==> src/rtl/fetch_stage.sv <==
// fetch_stage: instruction fetch front end. Issues in-order word fetches to
// imem under a credit limit, buffers returned words with their PCs, and
// presents one registered instruction per cycle to decode. Redirects from
// execute flush buffered work and drop responses still in flight.
module fetch_stage #(
  parameter logic [31:0] RESET_PC        = 32'h0000_0000,
  parameter int          BUF_DEPTH       = 2,
  parameter int          MAX_OUTSTANDING = 2
) (
  input  logic        clk,
  input  logic        reset,
  input  logic        stall,
  input  logic        redirect_valid,
  input  logic [31:0] redirect_pc,
  output logic        imem_req_valid,
  input  logic        imem_req_ready,
  output logic [31:0] imem_req_addr,
  input  logic        imem_resp_valid,
  input  logic [31:0] imem_resp_data,
  output logic [31:0] instr,
  output logic        kill_instr,
  output logic [31:0] current_program_counter,
  output logic [31:0] next_program_counter
);

  localparam int                PTR_W     = $clog2(BUF_DEPTH);
  localparam int                CNT_W     = 5;
  localparam logic [CNT_W-1:0]  DEPTH_C   = CNT_W'(BUF_DEPTH);
  localparam logic [CNT_W-1:0]  MAX_OUT_C = CNT_W'(MAX_OUTSTANDING);
  localparam logic [31:0]       NOP       = 32'h0000_0013;

  logic [31:0]      fetch_pc_q, fetch_pc_d;
  logic [31:0]      resp_pc_q, resp_pc_d;
  logic [CNT_W-1:0] outstanding_q, outstanding_d;
  logic [CNT_W-1:0] drop_count_q, drop_count_d;
  logic [CNT_W-1:0] buf_count_q, buf_count_d;
  logic [PTR_W-1:0] rd_ptr_q, rd_ptr_d;
  logic [PTR_W-1:0] wr_ptr_q, wr_ptr_d;
  logic [31:0]      instr_q, instr_d;
  logic             kill_q, kill_d;
  logic [31:0]      cur_pc_q, cur_pc_d;

  logic [31:0]      buf_data_q [BUF_DEPTH];
  logic [31:0]      buf_pc_q   [BUF_DEPTH];

  logic [CNT_W-1:0] credits_used;
  logic [CNT_W-1:0] outstanding_after_resp;
  logic [31:0]      redirect_target;
  logic             req_fire;
  logic             resp_live;
  logic             push;
  logic             pop;

  // Request side: a slot is granted only if the word it returns is sure to
  // find room, counting live in-flight words plus those already buffered.
  always_comb begin
    credits_used   = outstanding_q - drop_count_q + buf_count_q;
    imem_req_valid = !redirect_valid && (outstanding_q < MAX_OUT_C) &&
                     (credits_used < DEPTH_C);
    imem_req_addr  = fetch_pc_q;
  end

  // Next-state for counters, buffer pointers and the decode-facing register.
  always_comb begin
    fetch_pc_d    = fetch_pc_q;
    resp_pc_d     = resp_pc_q;
    drop_count_d  = drop_count_q;
    buf_count_d   = buf_count_q;
    rd_ptr_d      = rd_ptr_q;
    wr_ptr_d      = wr_ptr_q;
    instr_d       = instr_q;
    kill_d        = kill_q;
    cur_pc_d      = cur_pc_q;
    push          = 1'b0;
    pop           = 1'b0;

    redirect_target        = redirect_pc & 32'hFFFF_FFFC;
    req_fire               = imem_req_valid && imem_req_ready;
    resp_live              = imem_resp_valid && (drop_count_q == '0) && !redirect_valid;
    outstanding_after_resp = outstanding_q - CNT_W'(imem_resp_valid);
    outstanding_d          = outstanding_after_resp + CNT_W'(req_fire);

    if (req_fire) fetch_pc_d = fetch_pc_q + 32'd4;
    if (imem_resp_valid && (drop_count_q != '0)) drop_count_d = drop_count_q - CNT_W'(1);
    if (resp_live) resp_pc_d = resp_pc_q + 32'd4;

    if (redirect_valid) begin
      // Everything still in flight belongs to the wrong path.
      instr_d      = NOP;
      kill_d       = 1'b1;
      fetch_pc_d   = redirect_target;
      resp_pc_d    = redirect_target;
      drop_count_d = outstanding_after_resp;
      buf_count_d  = '0;
      rd_ptr_d     = '0;
      wr_ptr_d     = '0;
    end else begin
      if (!stall) begin
        if (buf_count_q != '0) begin
          pop      = 1'b1;
          instr_d  = buf_data_q[rd_ptr_q];
          kill_d   = 1'b0;
          cur_pc_d = buf_pc_q[rd_ptr_q];
        end else if (resp_live) begin
          // Empty buffer: the arriving word goes straight into the output
          // register, so decode sees it the next cycle.
          instr_d  = imem_resp_data;
          kill_d   = 1'b0;
          cur_pc_d = resp_pc_q;
        end else begin
          instr_d  = NOP;
          kill_d   = 1'b1;
        end
      end
      push = resp_live && (stall || (buf_count_q != '0));
      if (push) wr_ptr_d = wr_ptr_q + PTR_W'(1);
      if (pop)  rd_ptr_d = rd_ptr_q + PTR_W'(1);
      buf_count_d = buf_count_q + CNT_W'(push) - CNT_W'(pop);
    end
  end

  // Control and output state registers.
  always_ff @(posedge clk or posedge reset) begin
    if (reset) begin
      fetch_pc_q    <= RESET_PC;
      resp_pc_q     <= RESET_PC;
      outstanding_q <= '0;
      drop_count_q  <= '0;
      buf_count_q   <= '0;
      rd_ptr_q      <= '0;
      wr_ptr_q      <= '0;
      instr_q       <= NOP;
      kill_q        <= 1'b1;
      cur_pc_q      <= 32'h0000_0000;
    end else begin
      fetch_pc_q    <= fetch_pc_d;
      resp_pc_q     <= resp_pc_d;
      outstanding_q <= outstanding_d;
      drop_count_q  <= drop_count_d;
      buf_count_q   <= buf_count_d;
      rd_ptr_q      <= rd_ptr_d;
      wr_ptr_q      <= wr_ptr_d;
      instr_q       <= instr_d;
      kill_q        <= kill_d;
      cur_pc_q      <= cur_pc_d;
    end
  end

  // Buffer storage; contents are qualified by buf_count so no reset needed.
  always_ff @(posedge clk) begin
    if (push) begin
      buf_data_q[wr_ptr_q] <= imem_resp_data;
      buf_pc_q[wr_ptr_q]   <= resp_pc_q;
    end
  end

  assign instr                   = instr_q;
  assign kill_instr              = kill_q;
  assign current_program_counter = cur_pc_q;
  assign next_program_counter    = cur_pc_q + 32'd4;

  // A push into a full buffer means the credit accounting is broken.
  buf_no_overflow: assert property (@(posedge clk) disable iff (reset)
                                    !(push && (buf_count_q == DEPTH_C)));

endmodule

==> config.mk <==
export PLATFORM = sky130hd
export DESIGN_NAME = fetch_stage
export DESIGN_NICKNAME = d
export VERILOG_FILES = /design/src/rtl/fetch_stage.sv
export SDC_FILE = /design/constraint.sdc
export NUM_CORES = 1
export LEC_CHECK = 0
export ABC_AREA = 1
export ABC_CLOCK_PERIOD_IN_PS = 6710
export BUFFER_PORTS_ARGS = -buffer_cell sky130_fd_sc_hd__buf_2
export CAP_MARGIN = 20
export CORE_UTILIZATION = 53
export CTS_BUF_LIST = sky130_fd_sc_hd__clkbuf_4
export DETAILED_ROUTE_END_ITERATION = 10
export GPL_TIMING_DRIVEN = 0
export MAX_ROUTING_LAYER = met4
export PLACE_DENSITY = 0.75
export SYNTH_ARGS = -nofsm -noshare
export SYNTH_HDL_FRONTEND = slang
export SYNTH_SLANG_ARGS = --single-unit
==> constraint.sdc <==
create_clock -name clk -period 6.71 [get_ports clk]
set_input_delay 1.0065 -clock clk [delete_from_list [all_inputs] [get_ports clk]]
set_output_delay 1.0065 -clock clk [all_outputs]
set_load 0.03 [all_outputs]
## Word level (Yosys, flattened, before mapping)

Memories as Yosys holds them, arrays and structs flattened.
Index checks and enable logic that the tools add are counted.
Widths: inputs -> output; s select.

- Memory bits (writable): 128
- Memories: 2
- Logic and storage cells: 75
- Memory bits (read-only): 0
- Latch bits: 0
- Output and inout bits: 130
- Input port bits: 70
- Register bits: 146

- Order comparisons: 2
- $mul: 0
- Divide/modulo/power cells: 0
- Shift operators: 0
- Add/subtract/negate cells: 12
- Reductions and logical operators: 19
- Equality and inequality tests: 1
- Muxes and demuxes: 27
- Bitwise operators: 2

Memory list:

| name | words | bits a word | read ports | clocked after memory_dff | wr ports | RTL line | source |
|---|---|---|---|---|---|---|---|
| buf_data_q | 2 | 32 | 1 | 0 | 1 | 43 | `logic [31:0] buf_data_q [BUF_DEPTH];` |
| buf_pc_q | 2 | 32 | 1 | 0 | 1 | 44 | `logic [31:0] buf_pc_q [BUF_DEPTH];` |

Operators by type and width:

| operator | count |
|---|---|
| $mux 32 | 10 |
| $add 32x3->32 const B | 3 |
| $mux 5 | 3 |
| $mux 1 | 14 |
| $reduce_bool 2->1 | 6 |
| $add 5x1->5 | 2 |
| $lt 5x2->1 const B | 2 |
| $reduce_bool 5->1 | 2 |
| $sub 5x1->5 | 2 |
| $logic_and 1x1->1 | 7 |
| $add 5x5->5 | 1 |
| $logic_not 5->1 | 1 |
| $sub 5x1->5 const B | 1 |
| $sub 5x5->5 | 1 |
| $reduce_and 3->1 | 1 |
| $add 1x1->1 const B | 2 |
| $ne 2x1->1 const B | 1 |
| $not 1->1 | 2 |
| $logic_not 1->1 | 1 |
| $logic_or 1x1->1 | 1 |

## Depth between registers and ports, before layout

- Depth in word-level cells: 7
- Gate-level depth with buffers: 18
- Depth with buffers taken out: 18

## Least setup slack after synthesis

OpenSTA, ideal clock, no wires.

- Path type: input port to flip-flop
- Start point: input port redirect_valid
- End point: memory buf_data_q[0][0] (enable)
- Data required time: 6228 ps
- Cell stages on the path: 6
- Setup time: 482 ps
- Slack: 1995 ps
- Path buffers: 1
- Data arrival time: 4233 ps
- Cells stage by stage: buf_2 > inv_2 > nand3_2 > clkinv_1 > o21ai_0 > nor2_1

- Cells in the longest elaborated chain, start to end: 6

Ends and longest elaborated chain:

| item | RTL line | source |
|---|---|---|
| start, declared | 13 | `input logic redirect_valid,` |
| $logic_not 1->1 | 79 | `resp_live = imem_resp_valid && (drop_count_q == '0) && !redirect_valid;` |
| $logic_and 1x1->1 | 79 |  |
| $logic_and 1x1->1 | 115 | `push = resp_live && (stall \|\| (buf_count_q != '0));` |
| $mux 1 (*) | 87 | `if (redirect_valid) begin` |
| $mux 1 (*) | 151 | `if (push) begin` |
| $mux 1 (not written as such) (*) | 152 | `buf_data_q[wr_ptr_q] <= imem_resp_data;` |
| end, declared | 43 |  |

Mark *: on every way between the ends. The rest lies on a longest branch, timed or not.

## Worst setup path in the final report

- Start point: register buf_count_q[1]
- End point: output port imem_req_valid

- Cells in the longest elaborated chain, start to end: 3

Ends and longest elaborated chain:

| item | RTL line | source |
|---|---|---|
| start, declared | 36 | `logic [CNT_W-1:0] buf_count_q, buf_count_d;` |
| start signal, assigned | 140 | `buf_count_q <= buf_count_d;` |
| $add 5x5->5 | 57 | `credits_used = outstanding_q - drop_count_q + buf_count_q;` |
| $lt 5x2->1 | 59 | `(credits_used < DEPTH_C);` |
| $logic_and 1x1->1 | 58 | `imem_req_valid = !redirect_valid && (outstanding_q < MAX_OUT_C) &&` |
| end, declared | 15 | `output logic imem_req_valid,` |

No other way between the ends.

==> reports/results.ini <==
[run_status]
run_status=finished clean

[final_layout]
layout.area.seq_um2=7230
area.growth.synth_to_final_pct=17.4
filler_cell_count=2197
layout.cells.most_common_list=sky130_fd_sc_hd__nand2_1, sky130_fd_sc_hd__buf_2, sky130_fd_sc_hd__nor2_1
drive_above_1_share_pct=19.7
final_cell_count_no_fill=2272
multi_input_comb_area_um2=5780
post-route-cell-area_um2=16200
num-nets-final=1983
final_common_cell=sky130_fd_sc_hd__nand2_1

[pwr]
power.ir.vdd_worst_uv=285
power.share.sequential_pct=36.7
internal-power_mw=3.44
netSwitchingFraction_pct=43.6
post-layout-total-power_mw=6.10
netSwitchingPower_mw=2.66
standby_leakage_power_nw=7.39
power.density_cell_area_nw_per_um2=377
power.share.combinational_pct=40.2
clock_power_share_pct=23.2

[worst_setup_path]
path_cells=inv_1 -> fa_1 -> fa_1 -> nand2_1 -> nor3_2 -> nand3_1 -> inv_1 -> buf_2
worstReg2RegStart=buf_count_q[3]$_DFF_PP0_
maximum_fanout_encountered_on_the_critical_timing_path=4
critical-path-max-stage-delay_ns=0.57
timing.critical_path.max_delay_family=adder cells
setup.worst_path.start=buf_count_q[1]$_DFF_PP0_
reg2reg_setup_slack_ns=3.08
worst_setup_path_end_kind=primary output
timing.critical_path.depth=8
cp-endpoint=imem_req_valid
worst_setup_path_start_kind=register
cp.arrival_ns=3.01
ff2ff_path_depth=16
critical-path-slowest-cell=sky130_fd_sc_hd__fa_1
critPathBufInv=3
timing.setup.critical_path_class=register to primary output
rr_endpoint=buf_count_q[4]$_DFF_PP0_
timing.critical_path.required_ns=5.70

[run]
maxCapViolCount=0

[floorplan]
chip_width_um=163
core_region_area_um2=25300
placementRows=58
floorplan.die_area_um2=26700
initial_core_util_pct=54.5
floorplan.die.height_um=163
ioPinCount=200

[placement]
placement.cell_area_um2=15300
numPortBuffers=190
dp_worst_setup_slack_ns=2.79
detailedPlacementHpwl_mm=29.9
gp_congestion=0.945
place_inst=2148

[timing]
fraction_of_the_cycle_the_final_worst_path_needs_pct=59.9
grt_setup_unrepaired=false
maximum_achievable_frequency_mhz=249
timing_max_transition_violations_final=0
timing.max_slew.rel_slack_pct=31.2
min_period_ns=4.02
setup-tns-final_ns=0
finClkSkew_ns=0.0430
finalWorstSetupSlack_ns=2.69
tightest_slew_ns=1.02
hold_violations=0
setup-violations-final=0

[global_route]
grt.overflow.total=0
grt_start_max_net_pins=89
antenna_found_initial=1
grt_pass1_vias=12100
grt_util_all_layers_pct=31.9
wire_length_of_the_first_global_routing_pass_mm=63.1

[routing]
postRouteWirelength_mm=40.0
drt-initial-drc-count=904
overall_via_count_from_detail_route=12400
postRouteAntennaNets=0
route.detailed.vias_per_inst=5.45
drc_violations_left=0
routed_wire_length_per_instance_um=17.6
drt_pass1_iterations=5

[logic_synthesis]
yosysUniqueCellTypes=46
primary_flip_flop_cell_chosen_by_synthesis_mapping=sky130_fd_sc_hd__dfrtp_1
netlist_instances=1618
synth.cell_area_um2=13800
synthesized_area_divided_by_synthesized_cell_count_um2=8.53
synth-edff-count=124
yosys_warnings=0
ys_async_sr_fraction_pct=53.0
synth-seq-cells=264
ys_seq_area_share_pct=52.4

[clock_tree]
tritoncts_clock_tree=yes
cts-root-to-sink-buffers=3
postCtsHoldBufs=0
path_clk_slew_ns=0.07
clk_latency_worst_skew_pair_ns=0.68
numClockSinks=264
post_cts_resize_count=0
cts_max_level=3
cts_buffers=69
post_cts_buffers=0
ctsRootBufferMaster=sky130_fd_sc_hd__clkbuf_4

[hold_path]
holdCritPathClass=primary input to async pin

## power groups by stage
| stage | sequential (mW) | combinational (mW) | clock [mW] |
|---|---|---|---|
| CTS | 2.23 | 2.45 | 1.43 |
| floorplan | 2.47 | 1.47 | 0 |
| detailed placement | 2.26 | 2.43 | 0 |
| global route | 2.27 | 2.72 | 1.52 |
| finish | 2.24 | 2.45 | 1.41 |
| global placement | 2.25 | 2.38 | 0 |
## state kept, by name, indices dropped and copies added, names as in the netlist, 5 cells and up
register	count
buf_count_q	5
buf_data_q	64
buf_pc_q	60
current_program_counter	30
drop_count_q	5
imem_req_addr	30
instr	32
outstanding_q	5
resp_pc_q	30
## metal layers
metal	up-vias	GRT usage [%]	share of wire (%)
li1	5936	-	-
met1	5805	41.0	42
met2	532	48.7	46
met3	105	5.54	7.7
met4	0	15.9	4.0
met5	-	-	0
## cells by family (layout without fill, tap and decap cells)
family                     count (synthesis)  count (layout)  share of synthesized area, %
AOI/OAI and AO/OA                        217             217                          9.53
xor gates and xnor gates                  58              58                          3.68
adders and majority gates                 24              24                          2.45
buffers and inverters                    200             517                          5.97
DFF                                      264             264                          52.4
other                                      1               8                        0.0272
and+or+nand+nor                          854             854                          25.9
## synth_stat cells, types with 5 or more instances
master / instances / share of area (%)
sky130_fd_sc_hd__buf_1: 11 / 0.30
sky130_fd_sc_hd__nand3_1: 79 / 2.9
sky130_fd_sc_hd__nor3_1: 30 / 1.1
sky130_fd_sc_hd__clkbuf_1: 26 / 0.71
sky130_fd_sc_hd__inv_1: 123 / 3.3
sky130_fd_sc_hd__nand3b_1: 14 / 0.76
sky130_fd_sc_hd__edfxtp_1: 124 / 27
sky130_fd_sc_hd__a21oi_1: 9 / 0.33
sky130_fd_sc_hd__dfrtp_1: 136 / 25
sky130_fd_sc_hd__a22oi_1: 30 / 1.6
sky130_fd_sc_hd__nor2_1: 164 / 4.5
sky130_fd_sc_hd__buf_2: 18 / 0.65
sky130_fd_sc_hd__nand4_1: 12 / 0.54
sky130_fd_sc_hd__xnor2_1: 10 / 0.63
sky130_fd_sc_hd__o211ai_1: 37 / 2.0
sky130_fd_sc_hd__buf_4: 11 / 0.60
sky130_fd_sc_hd__fa_1: 5 / 0.73
sky130_fd_sc_hd__ha_1: 19 / 1.7
sky130_fd_sc_hd__nor2_2: 5 / 0.23
sky130_fd_sc_hd__xor2_1: 48 / 3.0
sky130_fd_sc_hd__or2_2: 10 / 0.45
sky130_fd_sc_hd__nand2_1: 521 / 14
sky130_fd_sc_hd__o21ai_0: 106 / 3.8
sky130_fd_sc_hd__a31oi_1: 7 / 0.32
sky130_fd_sc_hd__o21ai_1: 14 / 0.51
sky130_fd_sc_hd__inv_2: 7 / 0.19
sky130_fd_sc_hd__o221ai_1: 7 / 0.44
## through the flow
step	hold WS [ns]	util, %
2_1_floorplan	0.464	-
3_3_place_gp	0.466	59.9
3_5_place_dp	0.468	60.4
4_1_cts	0.372	64.0
5_1_grt	0.423	64.0
6_report	0.381	64.0
## cell type report
cell class | count | share of cell area (%)
sequential | 264 | 44.6
multi-input combinational | 1159 | 35.7
timing repair buffer | 195 | 6.53
clock buffer | 104 | 4.82
inverter | 132 | 3.09
tap | 330 | 2.55
buffer | 68 | 2.02
clock inverter | 18 | 0.664
antenna | 2 | 0.0309
## worst min-delay path by stage
stage	to	slack, ns	depth (start not counted)
after floorplan	buf_pc_q[0][14]$_DFFE_PP_	0.46	0
after global placement	instr[30]$_DFFE_PP0P_	0.47	2
after detailed placement	instr[20]$_DFFE_PP0P_	0.47	2
after CTS	outstanding_q[4]$_DFF_PP0_	0.37	2
after global routing	outstanding_q[3]$_DFF_PP0_	0.42	2
final	outstanding_q[3]$_DFF_PP0_	0.38	2
## worst register-to-register path: stages (launching register included)
cell and delay (ns):
sky130_fd_sc_hd__dfrtp_1 0.40, sky130_fd_sc_hd__inv_1 0.13, sky130_fd_sc_hd__ha_1 0.16, sky130_fd_sc_hd__nand4_1 0.21
sky130_fd_sc_hd__buf_2 0.28, sky130_fd_sc_hd__o21ai_0 0.82, sky130_fd_sc_hd__ha_1 0.23, sky130_fd_sc_hd__inv_1 0.05
sky130_fd_sc_hd__ha_1 0.20, sky130_fd_sc_hd__fa_1 0.40, sky130_fd_sc_hd__nand2_1 0.08, sky130_fd_sc_hd__inv_1 0.05
sky130_fd_sc_hd__nor2_1 0.10, sky130_fd_sc_hd__nor2_1 0.06, sky130_fd_sc_hd__nor2_1 0.11, sky130_fd_sc_hd__xor2_1 0.16
sky130_fd_sc_hd__nor2_1 0.05
Note: power is estimated with default switching activity, not from simulation.
